$ cat src/rtl/sb_rx_msg_fifo_if.sv
// Sideband message types and the RX message FIFO bus interface.
// slave: FIFO side (write in, pull-handshake out); master: producer/consumer side.
package sb_pkg;

    typedef enum logic [4:0] {
        SB_MSG_NONE                = 5'd0,
        SBINIT_OOR_msg             = 5'd1,
        SBINIT_done_req            = 5'd2,
        SBINIT_done_resp           = 5'd3,
        MBINIT_PARAM_config_req    = 5'd4,
        MBINIT_PARAM_config_resp   = 5'd5,
        MBINIT_CAL_done_req        = 5'd6,
        MBINIT_CAL_done_resp       = 5'd7,
        MBINIT_REPAIRCLK_init_req  = 5'd8,
        MBINIT_REPAIRCLK_init_resp = 5'd9
    } sb_msg_num_e;

    typedef struct packed {
        sb_msg_num_e msg_num;
        logic [15:0] msg_info;
        logic [2:0]  src_id;
        logic [2:0]  dst_id;
    } SB_msg_t;

    function automatic SB_msg_t reset_SB_msg();
        SB_msg_t m;
        m.msg_num  = SB_MSG_NONE;
        m.msg_info = '0;
        m.src_id   = '0;
        m.dst_id   = '0;
        return m;
    endfunction

endpackage

interface sb_rx_msg_fifo_if;
    import sb_pkg::*;

    SB_msg_t     SB_RX_in_msg_i;
    logic [63:0] SB_RX_in_data_i;
    logic        SB_RX_in_valid_i;
    SB_msg_t     SB_RX_msg_o;
    logic [63:0] SB_RX_dataBus_o;
    logic        SB_RX_msg_available_o;
    logic        SB_RX_msg_req_i;
    logic        SB_RX_msg_valid_o;

    modport slave (
        input  SB_RX_in_msg_i,
        input  SB_RX_in_data_i,
        input  SB_RX_in_valid_i,
        input  SB_RX_msg_req_i,
        output SB_RX_msg_o,
        output SB_RX_dataBus_o,
        output SB_RX_msg_available_o,
        output SB_RX_msg_valid_o
    );

    modport master (
        output SB_RX_in_msg_i,
        output SB_RX_in_data_i,
        output SB_RX_in_valid_i,
        output SB_RX_msg_req_i,
        input  SB_RX_msg_o,
        input  SB_RX_dataBus_o,
        input  SB_RX_msg_available_o,
        input  SB_RX_msg_valid_o
    );

endinterface

$ cat src/rtl/sb_rx_msg_fifo.sv
// RX sideband message FIFO: buffers decoded messages + payloads for the LTSM
// state blocks and serves them over the available/req/valid pull handshake.
// Ports: clk_100MHz, reset (sync, active-high), enable_i (pop-side enable),
// flush_i (sync clear), sb_if (slave modport: write strobe in, pull handshake
// out), count_o (occupancy), overflow_o (sticky drop flag).
module sb_rx_msg_fifo
    import sb_pkg::*;
#(
    parameter int DEPTH = 4,
    parameter int CNT_W = $clog2(DEPTH) + 1
) (
    input  logic             clk_100MHz,
    input  logic             reset,
    input  logic             enable_i,
    input  logic             flush_i,
    sb_rx_msg_fifo_if.slave  sb_if,
    output logic [CNT_W-1:0] count_o,
    output logic             overflow_o
);

    localparam int PTR_W = $clog2(DEPTH);

    typedef struct packed {
        SB_msg_t     msg;
        logic [63:0] data;
    } entry_t;

    entry_t           mem_q [DEPTH];
    entry_t           mem_d [DEPTH];
    logic [PTR_W-1:0] wr_ptr_q, wr_ptr_d;
    logic [PTR_W-1:0] rd_ptr_q, rd_ptr_d;
    logic [CNT_W-1:0] count_q, count_d;
    logic             valid_q, valid_d;
    logic             ovf_q, ovf_d;
    SB_msg_t          msg_q, msg_d;
    logic [63:0]      data_q, data_d;

    logic full;
    logic pop;
    logic wr_en;

    always_comb begin
        full = (count_q == CNT_W'(DEPTH));
        // The !valid_q guard absorbs the consumer's req that is still high
        // during the valid cycle, giving exactly one pop per request.
        pop = enable_i && sb_if.SB_RX_msg_req_i
              && (count_q != '0) && !valid_q;
        // A same-edge pop frees the slot, so a full FIFO still accepts.
        wr_en = sb_if.SB_RX_in_valid_i && (!full || pop);

        mem_d    = mem_q;
        wr_ptr_d = wr_ptr_q;
        rd_ptr_d = rd_ptr_q;
        count_d  = count_q;
        valid_d  = 1'b0;
        ovf_d    = ovf_q;
        msg_d    = msg_q;
        data_d   = data_q;

        if (flush_i) begin
            wr_ptr_d = '0;
            rd_ptr_d = '0;
            count_d  = '0;
            ovf_d    = 1'b0;
        end else begin
            if (wr_en) begin
                mem_d[wr_ptr_q].msg  = sb_if.SB_RX_in_msg_i;
                mem_d[wr_ptr_q].data = sb_if.SB_RX_in_data_i;
                wr_ptr_d = wr_ptr_q + PTR_W'(1);
            end

            if (sb_if.SB_RX_in_valid_i && !wr_en) begin
                ovf_d = 1'b1;
            end

            if (pop) begin
                msg_d    = mem_q[rd_ptr_q].msg;
                data_d   = mem_q[rd_ptr_q].data;
                rd_ptr_d = rd_ptr_q + PTR_W'(1);
                valid_d  = 1'b1;
            end

            unique case ({wr_en, pop})
                2'b10:   count_d = count_q + CNT_W'(1);
                2'b01:   count_d = count_q - CNT_W'(1);
                default: count_d = count_q;
            endcase
        end
    end

    always_ff @(posedge clk_100MHz) begin
        if (reset) begin
            wr_ptr_q <= '0;
            rd_ptr_q <= '0;
            count_q  <= '0;
            valid_q  <= 1'b0;
            ovf_q    <= 1'b0;
            msg_q    <= reset_SB_msg();
            data_q   <= '0;
        end else begin
            wr_ptr_q <= wr_ptr_d;
            rd_ptr_q <= rd_ptr_d;
            count_q  <= count_d;
            valid_q  <= valid_d;
            ovf_q    <= ovf_d;
            msg_q    <= msg_d;
            data_q   <= data_d;
        end
    end

    // Entry storage needs no reset: occupancy gates every read.
    always_ff @(posedge clk_100MHz) begin
        mem_q <= mem_d;
    end

    assign sb_if.SB_RX_msg_o           = msg_q;
    assign sb_if.SB_RX_dataBus_o       = data_q;
    assign sb_if.SB_RX_msg_available_o = (count_q != '0);
    assign sb_if.SB_RX_msg_valid_o     = valid_q;
    assign count_o                     = count_q;
    assign overflow_o                  = ovf_q;

endmodule

$ cat src/flat_wrapper.sv
// flat-port wrapper written by rule: the top's interface ports become plain ports
module sb_rx_msg_fifo_flat import sb_pkg::*;
#(
    parameter int DEPTH = 4,
    parameter int CNT_W = $clog2(DEPTH) + 1
)
  (clk_100MHz, reset, enable_i, flush_i, count_o, overflow_o, sb_if_SB_RX_in_msg_i, sb_if_SB_RX_in_data_i, sb_if_SB_RX_in_valid_i, sb_if_SB_RX_msg_req_i, sb_if_SB_RX_msg_o, sb_if_SB_RX_dataBus_o, sb_if_SB_RX_msg_available_o, sb_if_SB_RX_msg_valid_o);
  sb_rx_msg_fifo_if sb_if_i ();
  input  logic clk_100MHz;
  input  logic reset;
  input  logic enable_i;
  input  logic flush_i;
  output logic [CNT_W-1:0] count_o;
  output logic overflow_o;
  input wire logic [$bits(sb_if_i.SB_RX_in_msg_i)-1:0] sb_if_SB_RX_in_msg_i;
  input wire logic [$bits(sb_if_i.SB_RX_in_data_i)-1:0] sb_if_SB_RX_in_data_i;
  input wire logic [$bits(sb_if_i.SB_RX_in_valid_i)-1:0] sb_if_SB_RX_in_valid_i;
  input wire logic [$bits(sb_if_i.SB_RX_msg_req_i)-1:0] sb_if_SB_RX_msg_req_i;
  output wire logic [$bits(sb_if_i.SB_RX_msg_o)-1:0] sb_if_SB_RX_msg_o;
  output wire logic [$bits(sb_if_i.SB_RX_dataBus_o)-1:0] sb_if_SB_RX_dataBus_o;
  output wire logic [$bits(sb_if_i.SB_RX_msg_available_o)-1:0] sb_if_SB_RX_msg_available_o;
  output wire logic [$bits(sb_if_i.SB_RX_msg_valid_o)-1:0] sb_if_SB_RX_msg_valid_o;
  assign sb_if_i.SB_RX_in_msg_i = sb_if_SB_RX_in_msg_i;
  assign sb_if_i.SB_RX_in_data_i = sb_if_SB_RX_in_data_i;
  assign sb_if_i.SB_RX_in_valid_i = sb_if_SB_RX_in_valid_i;
  assign sb_if_i.SB_RX_msg_req_i = sb_if_SB_RX_msg_req_i;
  assign sb_if_SB_RX_msg_o = sb_if_i.SB_RX_msg_o;
  assign sb_if_SB_RX_dataBus_o = sb_if_i.SB_RX_dataBus_o;
  assign sb_if_SB_RX_msg_available_o = sb_if_i.SB_RX_msg_available_o;
  assign sb_if_SB_RX_msg_valid_o = sb_if_i.SB_RX_msg_valid_o;
  sb_rx_msg_fifo #(.DEPTH(DEPTH), .CNT_W(CNT_W)) u_core (.clk_100MHz(clk_100MHz), .reset(reset), .enable_i(enable_i), .flush_i(flush_i), .sb_if(sb_if_i), .count_o(count_o), .overflow_o(overflow_o));
endmodule
$ cat config.mk
export PLATFORM = sky130hd
export DESIGN_NAME = sb_rx_msg_fifo_flat
export DESIGN_NICKNAME = d
export VERILOG_FILES = /design/src/rtl/sb_rx_msg_fifo_if.sv /design/src/rtl/sb_rx_msg_fifo.sv /design/src/flat_wrapper.sv
export SDC_FILE = /design/constraint.sdc
export NUM_CORES = 1
export LEC_CHECK = 0
export BUFFER_PORTS_ARGS = -buffer_cell sky130_fd_sc_hd__buf_4
export CELL_PAD_IN_SITES_DETAIL_PLACEMENT = 1
export CELL_PAD_IN_SITES_GLOBAL_PLACEMENT = 2
export CORE_ASPECT_RATIO = 0.8
export CORE_MARGIN = 8
export CORE_UTILIZATION = 43
export DETAILED_ROUTE_END_ITERATION = 8
export PLACE_DENSITY = 0.76
export SLEW_MARGIN = 30
export SYNTH_ARGS = -nofsm -noshare
export SYNTH_HDL_FRONTEND = slang
export SYNTH_SLANG_ARGS = --single-unit
export TNS_END_PERCENT = 30
$ cat constraint.sdc
create_clock -name clk_100MHz -period 12.9 [get_ports clk_100MHz]
set_input_delay 2.58 -clock clk_100MHz [delete_from_list [all_inputs] [get_ports clk_100MHz]]
set_output_delay 2.58 -clock clk_100MHz [all_outputs]
set_load 0.005 [all_outputs]
Word-level counts from Yosys, hierarchy flattened

Cells that the tools add are included.

Register bits: 464
Output and inout bits: 97
Logic and storage cells: 69

$add $sub $neg: 4
$lt $le $gt $ge: 3
Equality and inequality tests: 3
Muxes and demuxes: 11
Bitwise gates (word level): 3
Reductions and logical operators: 15

Operators with widths:

| kind                | number |
|---|---|
| $bwmux 364          | 2 |
| $demux 91 s2        | 2 |
| $mux 91             | 3 |
| $bmux 91 s2         | 1 |
| $mux 64             | 1 |
| $ge 3x3->1 const B  | 2 |
| $logic_and 1x1->1   | 6 |
| $not 2->3           | 2 |
| $pmux 3 s2          | 1 |
| $add 2x1->2 const B | 2 |
| $reduce_and 2->1    | 2 |
| $add 3x1->3 const B | 1 |
| $eq 3x3->1 const B  | 1 |
| $logic_not 1->1     | 3 |
| $lt 3x1->1 const B  | 1 |
| $reduce_bool 3->1   | 1 |
| $sub 3x1->3 const B | 1 |
| $eq 2x1->1 const B  | 1 |
| $eq 2x2->1 const B  | 1 |
| $reduce_bool 2->1   | 1 |
| $reduce_or 2->1     | 1 |
| $logic_or 1x1->1    | 1 |
| $mux 1              | 1 |
| $not 1->1           | 1 |

Logic depth before layout (Yosys ltp)

Gate-level depths: netlist of run 1.

Depth in word-level cells: 7
Mapped depth: 9

Worst setup path before layout of run 1

Ideal clock, no wire load.

Kind: in2reg
Start point: in sb_if_SB_RX_msg_req_i
End point: reg u_core.mem_q[273] (netlist name) (enable)
Library setup time: 671 ps
Arrival time: 9821 ps
Data required time: 12229 ps
Slack: 2409 ps
Cell stages on the path: 4
Path buffers: 0
Cells stage by stage: nand3b_2 -> a31oi_1 -> inv_2 -> nor3b_1

Cells in the longest elaborated chain, start to end: 6

Ends and longest elaborated chain:

| what                           | RTL line              | source |
|---|---|---|
| from (decl)                    | flat_wrapper.sv:18    | `input wire logic [$bits(sb_if_i.SB_RX_msg_req_i)-1:0] sb_if_SB_RX_msg_req_i;` |
| $logic_and 1x1->1              | sb_rx_msg_fifo.sv:46  | `pop = enable_i && sb_if.SB_RX_msg_req_i` |
| $logic_and 1x1->1 (2 in a row) | sb_rx_msg_fifo.sv:47  | `&& (count_q != '0) && !valid_q;` |
| $logic_or 1x1->1               | sb_rx_msg_fifo.sv:49  | `wr_en = sb_if.SB_RX_in_valid_i && (!full \|\| pop);` |
| $logic_and 1x1->1              | sb_rx_msg_fifo.sv:49  |  |
| $reduce_and 2->1 (no line)     | -                     |  |
| to (signal assigned)           | sb_rx_msg_fifo.sv:113 | `mem_q <= mem_d;` |
| to (decl)                      | sb_rx_msg_fifo.sv:28  | `entry_t mem_q [DEPTH];` |

Every way passes these cells.
A chain may end at the register's enable or synchronous reset.

Final worst setup path of run 1

Start point: in sb_if_SB_RX_msg_req_i
End point: reg u_core.mem_q[37] (netlist name) (enable)

Same word-level chain as after synthesis.

==> impl_results.md, run 1 <==
- Status: finished clean
- CP max stage cell: buf_4
- Routed len/inst: 24.4 microns
- Vias in the first global route: 11600
- GRT overflow: 0
- Final design utilization: 51.6%
- Post-synth top cells: edfxtp_1, and2_1, dfxtp_1
- Clock sink total: 464
- Placement Setup Slack: 7.48 ns
- H-tree levels: 2
- Initial core utilization: 43.6%
- Antenna violations before repair: 1
- RSZ-0062 raised after global routing: false
- R2R Setup Slk: 9.78 ns
- MaxCap Viol Count: 0
- Net Count, Synth: 1236
- Critical path data required time: 13.09 ns
- Static leakage: 7.50 nW
- Flop pwr share: 53.3%
- Fin Setup TNS: 0 ns
- Slowest cell delay on critical path: 0.76 ns
- Vias/cell: 5.44
- Cells on worst reg2reg path: 6
- CTS Hold Bufs: 0
- Max_slew headroom: 39.5%
- Asr flop ratio synth: 0%
- Fin area: 22200 sq um
- Min Clock Period, post-route: 4.79 ns
- Top Ports: 194
- Placed cell count: 1816
- Antenna cell count: 0
- # port buffers: 193
- Number of synthesized flops with an enable pin: 364
- Largest net degree at the start of global routing: 92
- Vias: 10400
- Worst-Margin Slew: 0.907 ns
- Worst-path clk slew: 0.06 ns
- Core Footprint: 43100 sq um
- Critical R2R Launch: u_core.sb_if.SB_RX_msg_valid_o$_SDFF_PP0_
- Proportion of layout cells with a drive suffix above 1: 28.8%
- Max VDD drop: 0.0000885 V
- Die area: 50800 sq um
- Setup ws final: 8.11 ns
- Clk buf depth: 3
- Resize count post-CTS: 0
- Overall Power: 3.07 mW
- Top cell type by total area after synthesis: edfxtp_1
- Switch Pwr: 0.650 mW
- Fmax: 209 MHz
- Post-CTS Setup Inserts: 0
- Sequential element share of the synthesized area: 68.7%
- Crit-path cells: buf_4, nand3b_2, a31oi_1, inv_2, nor3b_2, buf_4, buf_4
- Largest delay share family, worst path: buffers and inverters
- Final wirelength: 46500 microns
- RePlAce Congestion: 0.705
- Root Driver: clkbuf_16
- Cell Area, Synth: 18800 sq um
- Clock network fraction of total power: 42.2%
- CTS tree: yes
- Slew Limit Fails: 0
- First-pass GRT wire length: 71800 microns
- Setup CP Type: in -> reg
- Final HPWL DP: 26700 microns
- Count of cell types in the netlist: 32
- Crit share post-route: 37.1%
- CP Data Arrival Time: 4.97 ns
- Final hold violations: 0
- P_int: 2.42 mW
- Final nets: 1409
- DP Area: 20800 sq um
- Die height: 203 microns
- Main synth FF type: edfxtp_1
- CTS Buf Count: 47
- Top cells by area, synth: edfxtp_1, mux4_2, dfxtp_1, and2_1, a32o_1
- Power density cells: 138 nW/um^2
- Rows: 68
- Hold Crit Start: u_core.wr_ptr_q[0]$_SDFFE_PP0P_
- Post-Layout Cell Count: 1905
- Endpoints failing setup: 0
- Count leader, synth: edfxtp_1
- Top cell by count, worst path: buf_4
- All-layer global routing usage: 18.3%
- Final ANT Viol Nets: 0
- Iter 0 DRT Violations: 637
- Buf/Inv on CP: 4
- Switching Fraction: 21.2%
- 1st-pass router iterations: 5
- Skew final: 0.0231 ns
- Synthesized area per cell: 16.6 sq um
- RR Endpoint: u_core.mem_q[37]$_DFFE_PP_
- YS warnings: 0
- Critical Path Start Type: input port
- DIE WIDTH: 250 microns
- Peak fanout along the critical path: 51
- Area Overhead vs Synth: 18.1%
- Setup crit end kind: flip-flop
- Top cell type's share of synthesized area: 58.1%
- # fillers: 4072
- Hold Slack: 0.530 ns
- Hold Path Class: reg -> reg
- Hold EP: u_core.wr_ptr_q[0]$_SDFFE_PP0P_
- Clk_lat worst skew: 0.57 ns
- Mapped Cells: 1133
- DR DRC count: 0
- Min-Delay Path Depth: 2
- #FFs+latches synth: 464
- Comb power frac: 4.5%
## cell type report
type                    count  area, sq um  area share (%)
multi-input cells         571         5490            24.7
clock buffers              67         1310            5.90
flip-flops and latches    464        12900            58.2
clock inverters            21          138           0.619
inverters                   9         33.8           0.152
well taps                 560          701            3.15
repair buffers            213         1630            7.31
## layout by cell type (no fill, tap or decap), drive strengths merged, types with 2 or more instances in the layout
| cell | synthesis | routed |
|---|---|---|
| edfxtp | 364 | 364 |
| and2 | 256 | 256 |
| buf | 27 | 213 |
| dfxtp | 100 | 100 |
| mux4 | 91 | 91 |
| nor2b | 91 | 91 |
| a32o | 91 | 91 |
| clkbuf | 62 | 67 |
| clkinv | 0 | 18 |
| inv | 9 | 10 |
| nor2 | 8 | 8 |
| ha | 5 | 5 |
| nor3b | 4 | 4 |
| nand2 | 4 | 4 |
| a21oi | 3 | 3 |
| xor2 | 2 | 2 |
| o21a | 2 | 2 |
| mux2i | 2 | 2 |
| nor3 | 2 | 2 |
| or3 | 2 | 2 |
## per-layer routing
metal,wire (microns),vias to the layer above,global-route usage [%]
li1,-,4655,-
met3,2230,56,3.68
met1,20800,5440,24.3
met2,22600,215,30.9
met4,824,2,4.49
met5,11,-,0
## power groups by stage
stage	Clock, mW	Sequential (mW)	Combinational, mW
final	1.29	1.64	0.138
after global routing	1.38	1.64	0.150
after CTS	1.33	1.64	0.140
after detailed placement	0	1.67	0.139
after global placement	0	1.67	0.136
after floorplan	0	1.67	0.0682
## cell families (layout without fill, tap and decap cells)
logic type / count (synthesis) / after routing / synth area share (%)
buf+inv: 98 / 310 / 2.42
simple gates: 370 / 370 / 12.2
fa+ha+maj: 6 / 6 / 0.439
flops: 464 / 464 / 68.7
compound gates: 100 / 100 / 5.14
mux: 93 / 93 / 11.0
xor+xnor: 2 / 2 / 0.0931
## worst min-delay path, cell delays in order (launching register included)
cell and delay [ns]:
dfxtp_1 0.35, nand2_1 0.07, mux2i_1 0.06
## state kept, by name, indices dropped and copies added (netlist names)
| name | cells |
|---|---|
| u_core.rd_ptr_q | 2 |
| u_core.sb_if.SB_RX_msg_o | 27 |
| u_core.overflow_o | 1 |
| u_core.sb_if.SB_RX_dataBus_o | 64 |
| u_core.mem_q | 364 |
| u_core.sb_if.SB_RX_msg_valid_o | 1 |
| u_core.count_o | 3 |
| u_core.wr_ptr_q | 2 |
## worst max-delay path by stage
stage                     startpoint                     endpoint  slack [ns]  cells after the start
6_report       sb_if_SB_RX_msg_req_i   u_core.mem_q[37]$_DFFE_PP_        8.11                      7
5_1_grt        sb_if_SB_RX_msg_req_i   u_core.mem_q[47]$_DFFE_PP_        7.93                      7
4_1_cts        sb_if_SB_RX_msg_req_i   u_core.mem_q[37]$_DFFE_PP_        8.07                      7
3_5_place_dp   sb_if_SB_RX_msg_req_i   u_core.mem_q[31]$_DFFE_PP_        7.48                      7
3_3_place_gp   sb_if_SB_RX_msg_req_i   u_core.mem_q[31]$_DFFE_PP_        7.48                      7
2_1_floorplan  sb_if_SB_RX_msg_req_i  u_core.mem_q[273]$_DFFE_PP_        2.41                      4
Note: power is estimated with default switching activity, not from simulation.
==> inputs of run 2 (changes only) <==
Settings changed: CORE_UTILIZATION 43 to 39, PLACE_DENSITY 0.76 to 0.72.
Clock period 12.9 ns to 4 ns, I/O delays scaled along.
==> impl_results.md, run 2 (same netlist as run 1, synthesis figures left out) <==
- Status: finished clean
- Hold Path Class: in -> reg
- Final wirelength: 47800 microns
- Skew final: 0.0187 ns
- Most frequent cells in the layout: edfxtp_1, and2_1, buf_4
- Max_slew headroom: 39.9%
- Rows: 72
- Vias: 10300
- Antenna violations before repair: 6
- Max VDD drop: 0.000292 V
- CTS tree: yes
- # fillers: 4571
- Fmax: 377 MHz
- Resize count post-CTS: 0
- Hold EP: u_core.mem_q[180]$_DFFE_PP_
- Worst-path clk slew: 0.07 ns
- Hold Crit Start: sb_if_SB_RX_in_msg_i[25]
- RSZ-0062 raised after global routing: false
- Routed len/inst: 24.2 microns
- Final HPWL DP: 26900 microns
- Proportion of layout cells with a drive suffix above 1: 29.2%
- Vias/cell: 5.22
- Endpoints failing setup: 0
- Largest register FFs: 364
- Static leakage: 7.61 nW
- Critical path data required time: 3.20 ns
- Vias in the first global route: 11400
- Top Ports: 194
- H-tree levels: 2
- Slew Limit Fails: 0
- Critical Path Start Type: flip-flop
- Area Overhead vs Synth: 20.1%
- Initial core utilization: 39.2%
- 1st-pass router iterations: 4
- Final hold violations: 0
- Post-CTS Setup Inserts: 0
- All-layer global routing usage: 17.2%
- Clock sink total: 464
- Iter 0 DRT Violations: 594
- DIE WIDTH: 262 microns
- Post-Layout Cell Count: 1979
- GRT overflow: 0
- Most common cell after layout, fill and taps aside: edfxtp_1
- DR DRC count: 0
- Peak fanout along the critical path: 7
- Setup CP Type: reg -> out
- Min-Delay Path Depth: 1
- Largest net degree at the start of global routing: 65
- RePlAce Congestion: 0.660
- Min Clock Period, post-route: 2.65 ns
- CTS Hold Bufs: 0
- Power density cells: 456 nW/um^2
- Final nets: 1412
- Crit share post-route: 66.3%
- Biggest register: u_core.mem_q
- Clk_lat worst skew: 0.58 ns
- # port buffers: 193
- Cells on worst reg2reg path: 4
- Die height: 213 microns
- Hold Slack: 0.422 ns
- CTS Buf Count: 48
- Final ANT Viol Nets: 0
- CP Data Arrival Time: 1.85 ns
- First-pass GRT wire length: 72100 microns
- R2R Setup Slk: 1.46 ns
- RR Endpoint: u_core.sb_if.SB_RX_dataBus_o[51]$_SDFFE_PP0P_
- MaxCap Viol Count: 0
- Root Driver: clkbuf_16
- Placed cell count: 1888
- Fin Setup TNS: 0 ns
- Overall Power: 10.3 mW
- Clk buf depth: 3
- Setup crit end kind: primary output
- Die area: 55600 sq um
- Core Footprint: 48000 sq um
- Critical R2R Launch: u_core.count_o[2]$_SDFFE_PP0P_
- Worst-Margin Slew: 0.901 ns
-- run 2: area by class of cell --
cell class                      count  area [sq um]  area share [%]
Antenna cell                        2          5.00          0.0221
Clock buffer                       72          1350            5.98
Clock inverter                     17           251            1.11
Inverter                            9          36.3           0.160
Multi-Input combinational cell    571          5540            24.5
Sequential cell                   464         12900            57.2
Tap cell                          629           787            3.48
Timing Repair Buffer              215          1700            7.53
-- run 2: worst max-delay path: stages (launching register included) --
cell     delay, ns
dfxtp_1       0.40
nor3_2        0.50
inv_1         0.18
buf_4         0.18
-- run 2: worst max path at each step --
stage	from	to	slack, ns	depth (start not counted)
after floorplan	sb_if_SB_RX_msg_req_i	u_core.mem_q[0]$_DFFE_PP_	-0.04	4
after global placement	sb_if_SB_RX_msg_req_i	u_core.mem_q[284]$_DFFE_PP_	1.29	6
after detailed placement	enable_i	u_core.count_o[2]$_SDFFE_PP0P_	1.24	10
after CTS	u_core.count_o[2]$_SDFFE_PP0P_	sb_if_SB_RX_msg_available_o	1.29	3
after global routing	u_core.count_o[2]$_SDFFE_PP0P_	sb_if_SB_RX_msg_available_o	1.26	3
final	u_core.count_o[2]$_SDFFE_PP0P_	sb_if_SB_RX_msg_available_o	1.35	3
-- run 2: where the power goes --
part | switching (mW) | internal [mW]
registers | 0.0259 | 5.25
clock network | 1.86 | 2.73
logic | 0.247 | 0.198
-- run 2: through the flow --
| step | instance area, sq um | setup slack, ns | utilization (%) |
|---|---|---|---|
| global placement | 21000 | 1.29 | 43.7 |
| CTS | 22600 | 1.29 | 47.1 |
| finish | 22600 | 1.35 | 47.1 |
| detailed placement | 21000 | 1.24 | 43.7 |
| global route | 22600 | 1.26 | 47.1 |
| floorplan | 18900 | -0.0403 | - |
-- run 2: metal layers --
layer	up-vias	part of all wire, %	GRT usage (%)
li1	4668	-	-
met3	64	5.6	4.06
met4	8	1.5	4.26
met5	-	0.11	0
met1	5386	45	23.1
met2	207	48	28.0
==> inputs of run 3 (changes only) <==
Clock period 4 ns to 2.3 ns, I/O delays scaled along.
==> impl_results.md, run 3 (same netlist as run 1, synthesis figures left out) <==
- Antenna violations before repair: 5
- MaxCap Viol Count: 0
- RePlAce Congestion: 0.726
- First-pass GRT wire length: 73800 microns
- Clock network fraction of total power: 44.7%
- Setup crit end kind: flip-flop
- CTS tree: yes
- Largest net degree at the start of global routing: 92
- Switch Pwr: 3.74 mW
- Die height: 213 microns
- Clk buf depth: 3
- Vias in the first global route: 11500
- Routed len/inst: 24.2 microns
- GRT overflow: 0
- DIE WIDTH: 262 microns
- Post-CTS Setup Inserts: 0
- Iter 0 DRT Violations: 635
- Final ANT Viol Nets: 0
- Setup CP Type: reg -> reg
- Largest register FFs: 364
- Final wirelength: 48700 microns
- Area Overhead vs Synth: 23.1%
- Initial core utilization: 39.2%
- Vias/cell: 5.26
- Rows: 72
- Peak fanout along the critical path: 5
- Fin Setup TNS: 0 ns
- Crit share post-route: 94.1%
- Final nets: 1441
- CTS Buf Count: 48
- DR DRC count: 0
- CP max stage cell: fa_1
- Hold Slack: 0.0946 ns
- Final HPWL DP: 29900 microns
- Placement Setup Slack: 0.0713 ns
- Static leakage: 7.88 nW
- Resize count post-CTS: 0
- # port buffers: 193
- Flop pwr share: 50.7%
- RSZ-0062 raised after global routing: false
- Worst-Margin Slew: 0.802 ns
- P_int: 14.4 mW
- Most frequent cells in the layout: edfxtp_1, and2_1, buf_4
- Fmax: 462 MHz
- All-layer global routing usage: 17.6%
- Core Footprint: 48000 sq um
- Setup ws final: 0.136 ns
- Proportion of layout cells with a drive suffix above 1: 31.1%
- Biggest register: u_core.mem_q
- Top Ports: 194
- Critical path data required time: 2.80 ns
- Final hold violations: 0
- Vias: 10600
- Worst-path clk slew: 0.06 ns
- Largest delay share family, worst path: simple AND/OR/NAND/NOR gates
- Min Clock Period, post-route: 2.16 ns
- Crit-path cells: nor2_1, a31oi_4, inv_4, ha_1, inv_1, fa_1, xor2_1, or3_1, a21oi_1
- CP Data Arrival Time: 2.66 ns
- Clock sink total: 464
- Slew Limit Fails: 0
- Overall Power: 18.1 mW
- # fillers: 4577
- Most common cell after layout, fill and taps aside: edfxtp_1
- Hold Path Class: in -> reg
- Max_slew headroom: 46.5%
- Switching Fraction: 20.7%
- Buf/Inv on CP: 2
- Comb power frac: 4.7%
- Root Driver: clkbuf_16
- Skew final: 0.0160 ns
- CTS Hold Bufs: 0
- Slowest cell delay on critical path: 0.37 ns
- Power density cells: 782 nW/um^2
- Endpoints failing setup: 0
- Die area: 55600 sq um
- Critical Path Start Type: flip-flop
- Max VDD drop: 0.000487 V
- Status: finished clean
- Clk_lat worst skew: 0.57 ns
- H-tree levels: 2
- 1st-pass router iterations: 5
==> run 3: cell count changes in the layout (fill, tap and decap cells not counted) <==
| cell | change |
|---|---|
| buf_4 | +5 |
| clkbuf_8 | +4 |
| clkinvlp_4 | -3 |
| buf_12 | +24 |
| clkbuf_1 | -9 |
| clkinv_2 | +5 |
| clkinv_1 | +4 |
==> run 3: through the flow <==
| stage | cells | util, % | area (sq um) |
|---|---|---|---|
| CTS | 2007 | 48.2 | 23200 |
| global placement | 1917 | 44.8 | 21500 |
| detailed placement | 1917 | 44.8 | 21500 |
| floorplan | 1133 | - | 18900 |
| global route | 2007 | 48.2 | 23200 |
| finish | 2009 | 48.2 | 23200 |
==> run 3: final cells by class <==
cell class	instances	area, sq um	share of cell area [%]
Antenna cell	2	5.00	0.0216
Multi-Input combinational cell	571	5540	23.9
Tap cell	629	787	3.40
Inverter	9	36.3	0.157
Sequential cell	464	12900	55.9
Clock buffer	67	1370	5.93
Clock inverter	23	269	1.16
Timing Repair Buffer	244	2220	9.58
==> run 3: power by group through the flow <==
stage | registers (mW) | clock network (mW) | logic [mW]
3_5_place_dp | 9.36 | 0 | 0.862
3_3_place_gp | 9.35 | 0 | 0.847
4_1_cts | 9.18 | 8.28 | 0.866
6_report | 9.18 | 8.09 | 0.845
2_1_floorplan | 9.35 | 0 | 0.391
5_1_grt | 9.19 | 8.56 | 0.917
==> run 3: final timing paths <==
check / to / slack (ns) / from / cells after the start
setup / recovery: u_core.count_o[2]$_SDFFE_PP0P_ / 0.14 / u_core.count_o[0]$_SDFFE_PP0P_ / 9
hold / removal: u_core.mem_q[179]$_DFFE_PP_ / 0.09 / sb_if_SB_RX_in_msg_i[24] / 1
setup reg to reg: u_core.count_o[2]$_SDFFE_PP0P_ / 0.14 / u_core.count_o[0]$_SDFFE_PP0P_ / 9
hold reg to reg: u_core.wr_ptr_q[1]$_SDFFE_PP0P_ / 0.51 / u_core.wr_ptr_q[1]$_SDFFE_PP0P_ / 2
==> run 3: per-layer routing <==
layer | vias up | track usage [%] | wire length [microns]
met5 | - | 0 | 38
met4 | 6 | 4.31 | 910
met3 | 58 | 4.07 | 2890
met2 | 242 | 29.2 | 23300
met1 | 5522 | 23.4 | 21600
li1 | 4731 | - | -
==> run 3: worst register-to-register path, cell delays in order (launching register included) <==
cell and delay (ns):
dfxtp_1 0.35, nor2_1 0.27, a31oi_4 0.16, inv_4 0.08, ha_1 0.19, inv_1 0.07
fa_1 0.37, xor2_1 0.15, or3_1 0.30, a21oi_1 0.16
